`config.mk`:
```
export PLATFORM = sky130hd
export DESIGN_NAME = mmio_access_sequencer
export DESIGN_NICKNAME = d
export VERILOG_FILES = /design/src/rtl/mmio_access_sequencer.sv
export SDC_FILE = /design/constraint.sdc
export NUM_CORES = 1
export LEC_CHECK = 0
export BUFFER_PORTS_ARGS = -buffer_cell sky130_fd_sc_hd__clkbuf_2
export CORE_AREA = 5 5 153 155
export DETAILED_ROUTE_END_ITERATION = 12
export DIE_AREA = 0 0 158 160
export PLACE_DENSITY = 0.72
export RECOVER_POWER = 25
export SLEW_MARGIN = 20
export SYNTH_ARGS = -nofsm -noshare
export SYNTH_HDL_FRONTEND = slang
export SYNTH_SLANG_ARGS = --single-unit
```
`constraint.sdc`:
```
create_clock -name clk_i -period 5.09 [get_ports clk_i]
set_clock_uncertainty 0.15 [all_clocks]
set_input_delay 0.2545 -clock clk_i [delete_from_list [all_inputs] [get_ports clk_i]]
set_output_delay 0.2545 -clock clk_i [all_outputs]
set_load 0.01 [all_outputs]
```
`src/rtl/mmio_access_sequencer.sv`:
```
// -----------------------------------------------------------------------------
// mmio_access_sequencer
//
// Multi-cycle sequencer for CPU I/O loads and stores raised by the MEM-stage
// IoRead/IoWrite decode. The low effective address selects one of up to 16
// peripheral slots; the access is checked (slot implemented, alignment,
// funct3 legality, not read and write at once), then presented to the slot
// on a req/ack handshake. The pipeline is stalled until the access finishes,
// and loads return sign/zero-extended data for the addressed lane.
//
// Ports
//   clk_i          rising-edge clock
//   rst_i          synchronous active-high reset
//   io_read_i      I/O load request, held while stalled
//   io_write_i     I/O store request, held while stalled
//   funct3_i       RV32I load/store funct3 (size and signedness)
//   addr_i         low effective-address bits: {slot[3:0], in-slot byte addr}
//   wdata_i        store data (rs2)
//   stall_o        freeze pipeline (combinational)
//   rdata_o        extended load data, valid while rdata_valid_o
//   rdata_valid_o  one-cycle pulse on load completion
//   err_o          one-cycle pulse on unmapped/misaligned/illegal/timeout
//   dev_req_o      one-hot slot request, held until ack or timeout
//   dev_we_o       1 = write
//   dev_addr_o     word-aligned in-slot address
//   dev_be_o       byte enables
//   dev_wdata_o    store data moved onto its byte lanes
//   dev_ack_i      per-slot completion
//   dev_rdata_i    per-slot read words, slot n at [32*n +: 32]
// -----------------------------------------------------------------------------
module mmio_access_sequencer #(
    parameter int NUM_DEV = 8,
    parameter int DEV_AW  = 6,
    parameter int TIMEOUT = 255
) (
    input  logic                    clk_i,
    input  logic                    rst_i,
    input  logic                    io_read_i,
    input  logic                    io_write_i,
    input  logic [2:0]              funct3_i,
    input  logic [DEV_AW+3:0]       addr_i,
    input  logic [31:0]             wdata_i,
    output logic                    stall_o,
    output logic [31:0]             rdata_o,
    output logic                    rdata_valid_o,
    output logic                    err_o,
    output logic [NUM_DEV-1:0]      dev_req_o,
    output logic                    dev_we_o,
    output logic [DEV_AW-1:0]       dev_addr_o,
    output logic [3:0]              dev_be_o,
    output logic [31:0]             dev_wdata_o,
    input  logic [NUM_DEV-1:0]      dev_ack_i,
    input  logic [32*NUM_DEV-1:0]   dev_rdata_i
);

    // Sequencer states.
    localparam logic [1:0] S_IDLE = 2'd0;
    localparam logic [1:0] S_BUSY = 2'd1;
    localparam logic [1:0] S_DONE = 2'd2;

    localparam logic [4:0] NUM_DEV_W    = 5'(NUM_DEV);
    localparam logic [7:0] TIMEOUT_LAST = 8'(TIMEOUT - 1);

    // funct3[1:0] size codes.
    localparam logic [1:0] SZ_BYTE = 2'd0;
    localparam logic [1:0] SZ_HALF = 2'd1;
    localparam logic [1:0] SZ_WORD = 2'd2;

    logic [1:0]  state;
    logic [7:0]  busyCount;
    logic [3:0]  slotReg;
    logic [1:0]  laneReg;
    logic [2:0]  funct3Reg;

    // Request decode (only meaningful in IDLE).
    logic        reqAny;
    logic [3:0]  reqSlot;
    logic [1:0]  reqLane;
    logic [1:0]  sizeCode;
    logic        slotBad;
    logic        misaligned;
    logic        funct3Ok;
    logic        checkFail;
    logic [3:0]  reqBe;
    logic [31:0] reqWdata;

    // Selected-slot ack/data (only meaningful in BUSY).
    logic        ackHit;
    logic [31:0] ackWord;

    // Pick the addressed lane out of the returned word and extend it.
    // Misaligned half/word loads never reach this point, so a half lane is
    // always 0 or 2 and a word lane is always 0.
    function automatic logic [31:0] extendLoad(input logic [31:0] word,
                                               input logic [2:0]  f3,
                                               input logic [1:0]  lane);
        logic [31:0] shifted;
        shifted = word >> {lane, 3'b000};
        case (f3)
            3'd0:    extendLoad = {{24{shifted[7]}},  shifted[7:0]};
            3'd1:    extendLoad = {{16{shifted[15]}}, shifted[15:0]};
            3'd2:    extendLoad = word;
            3'd4:    extendLoad = {24'd0, shifted[7:0]};
            3'd5:    extendLoad = {16'd0, shifted[15:0]};
            default: extendLoad = 32'd0;
        endcase
    endfunction

    assign reqAny   = io_read_i | io_write_i;
    assign reqSlot  = addr_i[DEV_AW+3:DEV_AW];
    assign reqLane  = addr_i[1:0];
    assign sizeCode = funct3_i[1:0];
    assign slotBad  = {1'b0, reqSlot} >= NUM_DEV_W;

    // NOTE: every signal written in an always_comb gets a default at the top
    // of the block so no path leaves it unassigned and no latch is inferred.
    always_comb begin
        misaligned = 1'b0;
        reqBe      = 4'hF;
        case (sizeCode)
            SZ_BYTE: begin
                misaligned = 1'b0;
                reqBe      = 4'b0001 << reqLane;
            end
            SZ_HALF: begin
                misaligned = reqLane[0];
                reqBe      = 4'b0011 << {reqLane[1], 1'b0};
            end
            SZ_WORD: begin
                misaligned = |reqLane;
                reqBe      = 4'hF;
            end
            default: begin
                // Size code 3 is rejected by the funct3 check below.
                misaligned = 1'b0;
                reqBe      = 4'hF;
            end
        endcase
    end

    // Stores accept sb/sh/sw only; loads accept lb/lh/lw/lbu/lhu.
    always_comb begin
        funct3Ok = 1'b0;
        if (io_write_i) begin
            funct3Ok = (funct3_i[2] == 1'b0) && (funct3_i[1:0] != 2'b11);
        end else begin
            funct3Ok = (funct3_i != 3'd3) && (funct3_i != 3'd6) && (funct3_i != 3'd7);
        end
    end

    assign checkFail = (io_read_i & io_write_i) | slotBad | misaligned | ~funct3Ok;
    assign reqWdata  = wdata_i << {reqLane, 3'b000};

    // Only the latched slot's ack and data are visible; acks from any other
    // slot are simply never looked at.
    always_comb begin
        ackHit  = 1'b0;
        ackWord = 32'd0;
        for (int i = 0; i < NUM_DEV; i++) begin
            if (slotReg == 4'(i)) begin
                ackHit  = dev_ack_i[i];
                ackWord = dev_rdata_i[i*32 +: 32];
            end
        end
    end

    // Request is decoded from state so a reset taken in BUSY removes it at
    // the same edge that returns the FSM to IDLE.
    always_comb begin
        dev_req_o = '0;
        for (int i = 0; i < NUM_DEV; i++) begin
            dev_req_o[i] = (state == S_BUSY) && (slotReg == 4'(i));
        end
    end

    // DONE deliberately leaves stall low so the stalled instruction retires.
    assign stall_o = ((state == S_IDLE) && reqAny) || (state == S_BUSY);

    // NOTE: sequential state uses non-blocking assignments only, so every
    // register samples the values from before the edge regardless of order.
    always_ff @(posedge clk_i) begin
        if (rst_i) begin
            state         <= S_IDLE;
            busyCount     <= 8'd0;
            slotReg       <= 4'd0;
            laneReg       <= 2'd0;
            funct3Reg     <= 3'd0;
            rdata_o       <= 32'd0;
            rdata_valid_o <= 1'b0;
            err_o         <= 1'b0;
            dev_we_o      <= 1'b0;
            dev_addr_o    <= '0;
            dev_be_o      <= 4'd0;
            dev_wdata_o   <= 32'd0;
        end else begin
            // Result flags are high exactly for the single DONE cycle.
            rdata_valid_o <= 1'b0;
            err_o         <= 1'b0;

            case (state)
                S_IDLE: begin
                    if (reqAny) begin
                        slotReg     <= reqSlot;
                        laneReg     <= reqLane;
                        funct3Reg   <= funct3_i;
                        dev_we_o    <= io_write_i;
                        dev_addr_o  <= {addr_i[DEV_AW-1:2], 2'b00};
                        dev_be_o    <= reqBe;
                        dev_wdata_o <= reqWdata;
                        busyCount   <= 8'd0;
                        if (checkFail) begin
                            err_o   <= 1'b1;
                            rdata_o <= 32'd0;
                            state   <= S_DONE;
                        end else begin
                            state   <= S_BUSY;
                        end
                    end
                end

                S_BUSY: begin
                    if (ackHit) begin
                        if (!dev_we_o) begin
                            rdata_valid_o <= 1'b1;
                            rdata_o       <= extendLoad(ackWord, funct3Reg, laneReg);
                        end
                        state <= S_DONE;
                    end else if (busyCount == TIMEOUT_LAST) begin
                        err_o   <= 1'b1;
                        rdata_o <= 32'd0;
                        state   <= S_DONE;
                    end else begin
                        busyCount <= busyCount + 8'd1;
                    end
                end

                // Always back to IDLE: a request still held here belongs to
                // the instruction that is now retiring, not a new access.
                S_DONE: begin
                    state <= S_IDLE;
                end

                default: begin
                    state <= S_IDLE;
                end
            endcase
        end
    end

endmodule

```
==> impl_results.md <==
- Critical path origin: slotReg[2]
- Count of cell types in the netlist: 71
- Tcrit/Tclk final: 71.8%
- RSZ-0062 raised after global routing: no
- Gate power share: 38.2%
- Register area share after synthesis: 27.2%
- Hold Vio Cnt, Final: 0
- Via/cell ratio: 5.66
- H-tree levels: 3
- Crit. End Element: register
- Pint: 1530 uW
- Clock latency on the worst-skew pair: 0.35 ns
- DP HPWL: 27.3 mm
- Congestion Overflow GR: 0
- Min-Delay Startpoint: wdata_i[0]
- Seq. cell area: 1890 um2
- Initial antenna violation count: 1
- CTS root buf: clkbuf_16
- Net Switching: 961 uW
- Area of the multi-input gates: 4690 um2
- Area Growth Syn to Fin: 35.8%
- Power Density: 265 nW/um2
- Critical Path Start Type: register
- Max frequency: 0.274 GHz
- Dominant synthesized flop cell: dfxtp_1
- Post-Synthesis Cells: 847
- Worst rel slew slack: 26.7%
- PortBufs: 396
- Worst vdd ir: 0.164 mV
- Total power: 2490 uW
- Setup bufs post-CTS: 0
- Share of power burned in registers: 34.8%
- Largest net degree at the start of global routing: 59
- DRT iter0 DRCs: 850
- Total CTS buffers: 9
- Grt met1 use: 30.5%
- Hold/Removal Path Class: in -> reg
- Drt wl/cell: 22.4 um
- Mux share of post-synthesis cell area: 17.9%
- Worst EP arrival: 3.75 ns
- Flops & latches, synth: 94
- Clock sink count: 94
- ANT nets after route: 0
- Initial core utilization: 31.9%
- Syn Area/Cell: 8.18 um2
- Reg clk slew, reported paths: 0.08 ns
- CTS tree: built
- Syn. warnings: 0
- Via count: 8458
- Synth Area in Compound Gates: 27.2%
- Clock power share: 27.0%
- R2r endpoint: rdata_o[13]
- FP Rows: 54
- FF-to-FF path depth: 7
- # nets final: 1527
- Req. time, crit path: 5.18 ns
- Cell Area, Synth: 6930 um2
- First-pass GRT wire length: 49.7 mm
- Global Route Usage Sum: 25.0%
- PostCTS Resize Cnt: 0
- Hold_ws: 0.0145 ns
- Core area: 21700 um2
- Share of cells above drive strength 1: 36.4%
- Die width: 158 um
- I/O Pins: 399
- Adder-Cell Fraction of Synth Area: 1.08%
- Worst-Margin Slew: 1.10 ns
- Fillers: 2236
- Sw Share: 38.6%
- Commonest non-fill, non-tap cell in the layout: clkbuf_2
- Setup TNS: 0 ns
- Met2 Use GR: 42.9%
- Simple-gate share of the synthesized area: 20.7%
- Most frequent cells in the layout: 352 x clkbuf_2, 95 x nor2_1, 91 x dfxtp_1
- Die area: 25300 um2
- Crit Path Category: reg -> reg
- GPL Wtd Cong: 0.942
- Worst R2R Start: slotReg[2]
- Number of global-route vias before repair: 8381
- Post-synthesis async set-or-reset flop share: 0%
- EDFF count, synth: 0
- Pleak: 0.00418 uW
- Clock Path Buffers: 2
- Status: finished, final reports clean
- Setup Viol. Count Final: 0
- Final Slew Violations: 0
- Main combinational cell family by area after synthesis: compound AO/OA/AOI/OAI gates
- Gr busiest metal: met2
- Worst setup path endpoint: rdata_o[13]
- Final Core Density: 43.4%
- Overall die height: 160 um
- Crit Path Max Fanout: 52
- DRC: 0
- Tmin final: 3.65 ns
- GR Util met3: 6.47%
- Max-Cap Viols: 0
- WL final: 33.4 mm
- First-pass DRT Iterations: 5
- R2R Setup Slk: 1.44 ns
- XOR/XNOR share of the synthesized area: 0.506%
-- state kept, by name, indices dropped and copies added, names as in the netlist --
register and count:
dev_wdata_o 32, rdata_o 32, busyCount 8, dev_addr_o 4, dev_be_o 4, slotReg 4, funct3Reg 3, laneReg 2
state 2, dev_we_o 1, err_o 1, rdata_valid_o 1
-- metal layers --
metal  share of wire, %  routed length, um
met1                 38              12700
met2                 49              16400
met3                 10               3450
met4                2.9                955
met5                  0                  0
-- worst min-delay path by stage --
| stage | end | slack [ns] | cells after the start |
|---|---|---|---|
| floorplan | dev_wdata_o[0] | 0.23 | 1 |
| global placement | dev_wdata_o[12] | 0.29 | 2 |
| detailed placement | dev_wdata_o[8] | 0.29 | 2 |
| CTS | dev_wdata_o[0] | 0.0009 | 2 |
| global route | dev_wdata_o[7] | 0.003 | 2 |
| finish | dev_wdata_o[0] | 0.01 | 2 |
-- kinds of logic (layout without fill, tap and decap cells) --
logic type                 Yosys count  in the layout
other                                1              3
DFF                                 94             94
xor gates and xnor gates             4              4
AOI/OAI and AO/OA                  268            268
and+or+nand+nor                    304            304
buffers and inverters               83            448
adders and majority gates            6              6
muxes                               87             87
-- final cells by class --
cell class	instances	area share, %
timing repair buffer	419	22.6
inverter	13	0.519
multi-input combinational	671	49.9
antenna	1	0.0266
tap	280	3.72
clock inverter	7	0.705
clock buffer	9	2.39
sequential	94	20.1
-- Yosys cell counts, types with 4 or more instances --
library cell / number / area (um2)
o211ai_1: 4 / 30.0
and2_1: 4 / 25.0
a21oi_1: 67 / 335
clkbuf_1: 42 / 158
a221oi_1: 7 / 61.3
nor2b_1: 21 / 131
a222oi_1: 5 / 50.1
nor2_1: 95 / 357
a22oi_1: 9 / 67.6
inv_1: 9 / 33.8
buf_2: 15 / 75.1
or3_1: 6 / 37.5
o21ai_0: 44 / 220
a22o_1: 20 / 175
mux2i_1: 44 / 440
a31oi_1: 7 / 43.8
nand2b_1: 14 / 87.6
a211oi_1: 29 / 218
nor3_1: 37 / 185
ha_1: 6 / 75.1
o22ai_1: 6 / 37.5
mux2_2: 15 / 169
nand3_1: 13 / 65.1
mux4_2: 28 / 631
and3_1: 6 / 37.5
buf_4: 7 / 52.6
dfxtp_1: 94 / 1880
a211o_1: 9 / 78.8
nor3b_1: 4 / 30.0
a221o_1: 13 / 130
o221ai_1: 6 / 52.6
o32ai_1: 8 / 70.1
a32oi_1: 7 / 61.3
a21o_1: 4 / 30.0
nand2_1: 84 / 315
-- critical path: stages, from the launching register on --
cell	delay, ns
dfxtp_2	0.96
inv_2	0.53
a32o_1	0.38
o32ai_1	0.22
a22oi_1	0.19
a22oi_1	0.66
o2111ai_1	0.22
a22o_1	0.22
-- per-stage QoR --
stage | cells | setup slack [ns] | cell area (um2)
finish | 1494 | 1.44 | 9410
global route | 1494 | 1.24 | 9410
global placement | 1465 | 1.64 | 9050
CTS | 1493 | 1.50 | 9460
floorplan | 848 | 2.61 | 6930
detailed placement | 1465 | 1.53 | 9050
-- timing repair --
action | CTS | global route
setup endpoints to repair | 0 | 0
hold buffers | 12 | 0
hold endpoints to repair | 12 | 0
-- power groups by stage --
| stage | registers, uW | logic [uW] | clock network, uW |
|---|---|---|---|
| after floorplan | 851 | 600 | 0 |
| after global placement | 879 | 935 | 0 |
| after detailed placement | 882 | 941 | 0 |
| after CTS | 865 | 952 | 686 |
| after global routing | 877 | 1040 | 716 |
| final | 867 | 953 | 672 |
Note: power is estimated with default switching activity, not from simulation.
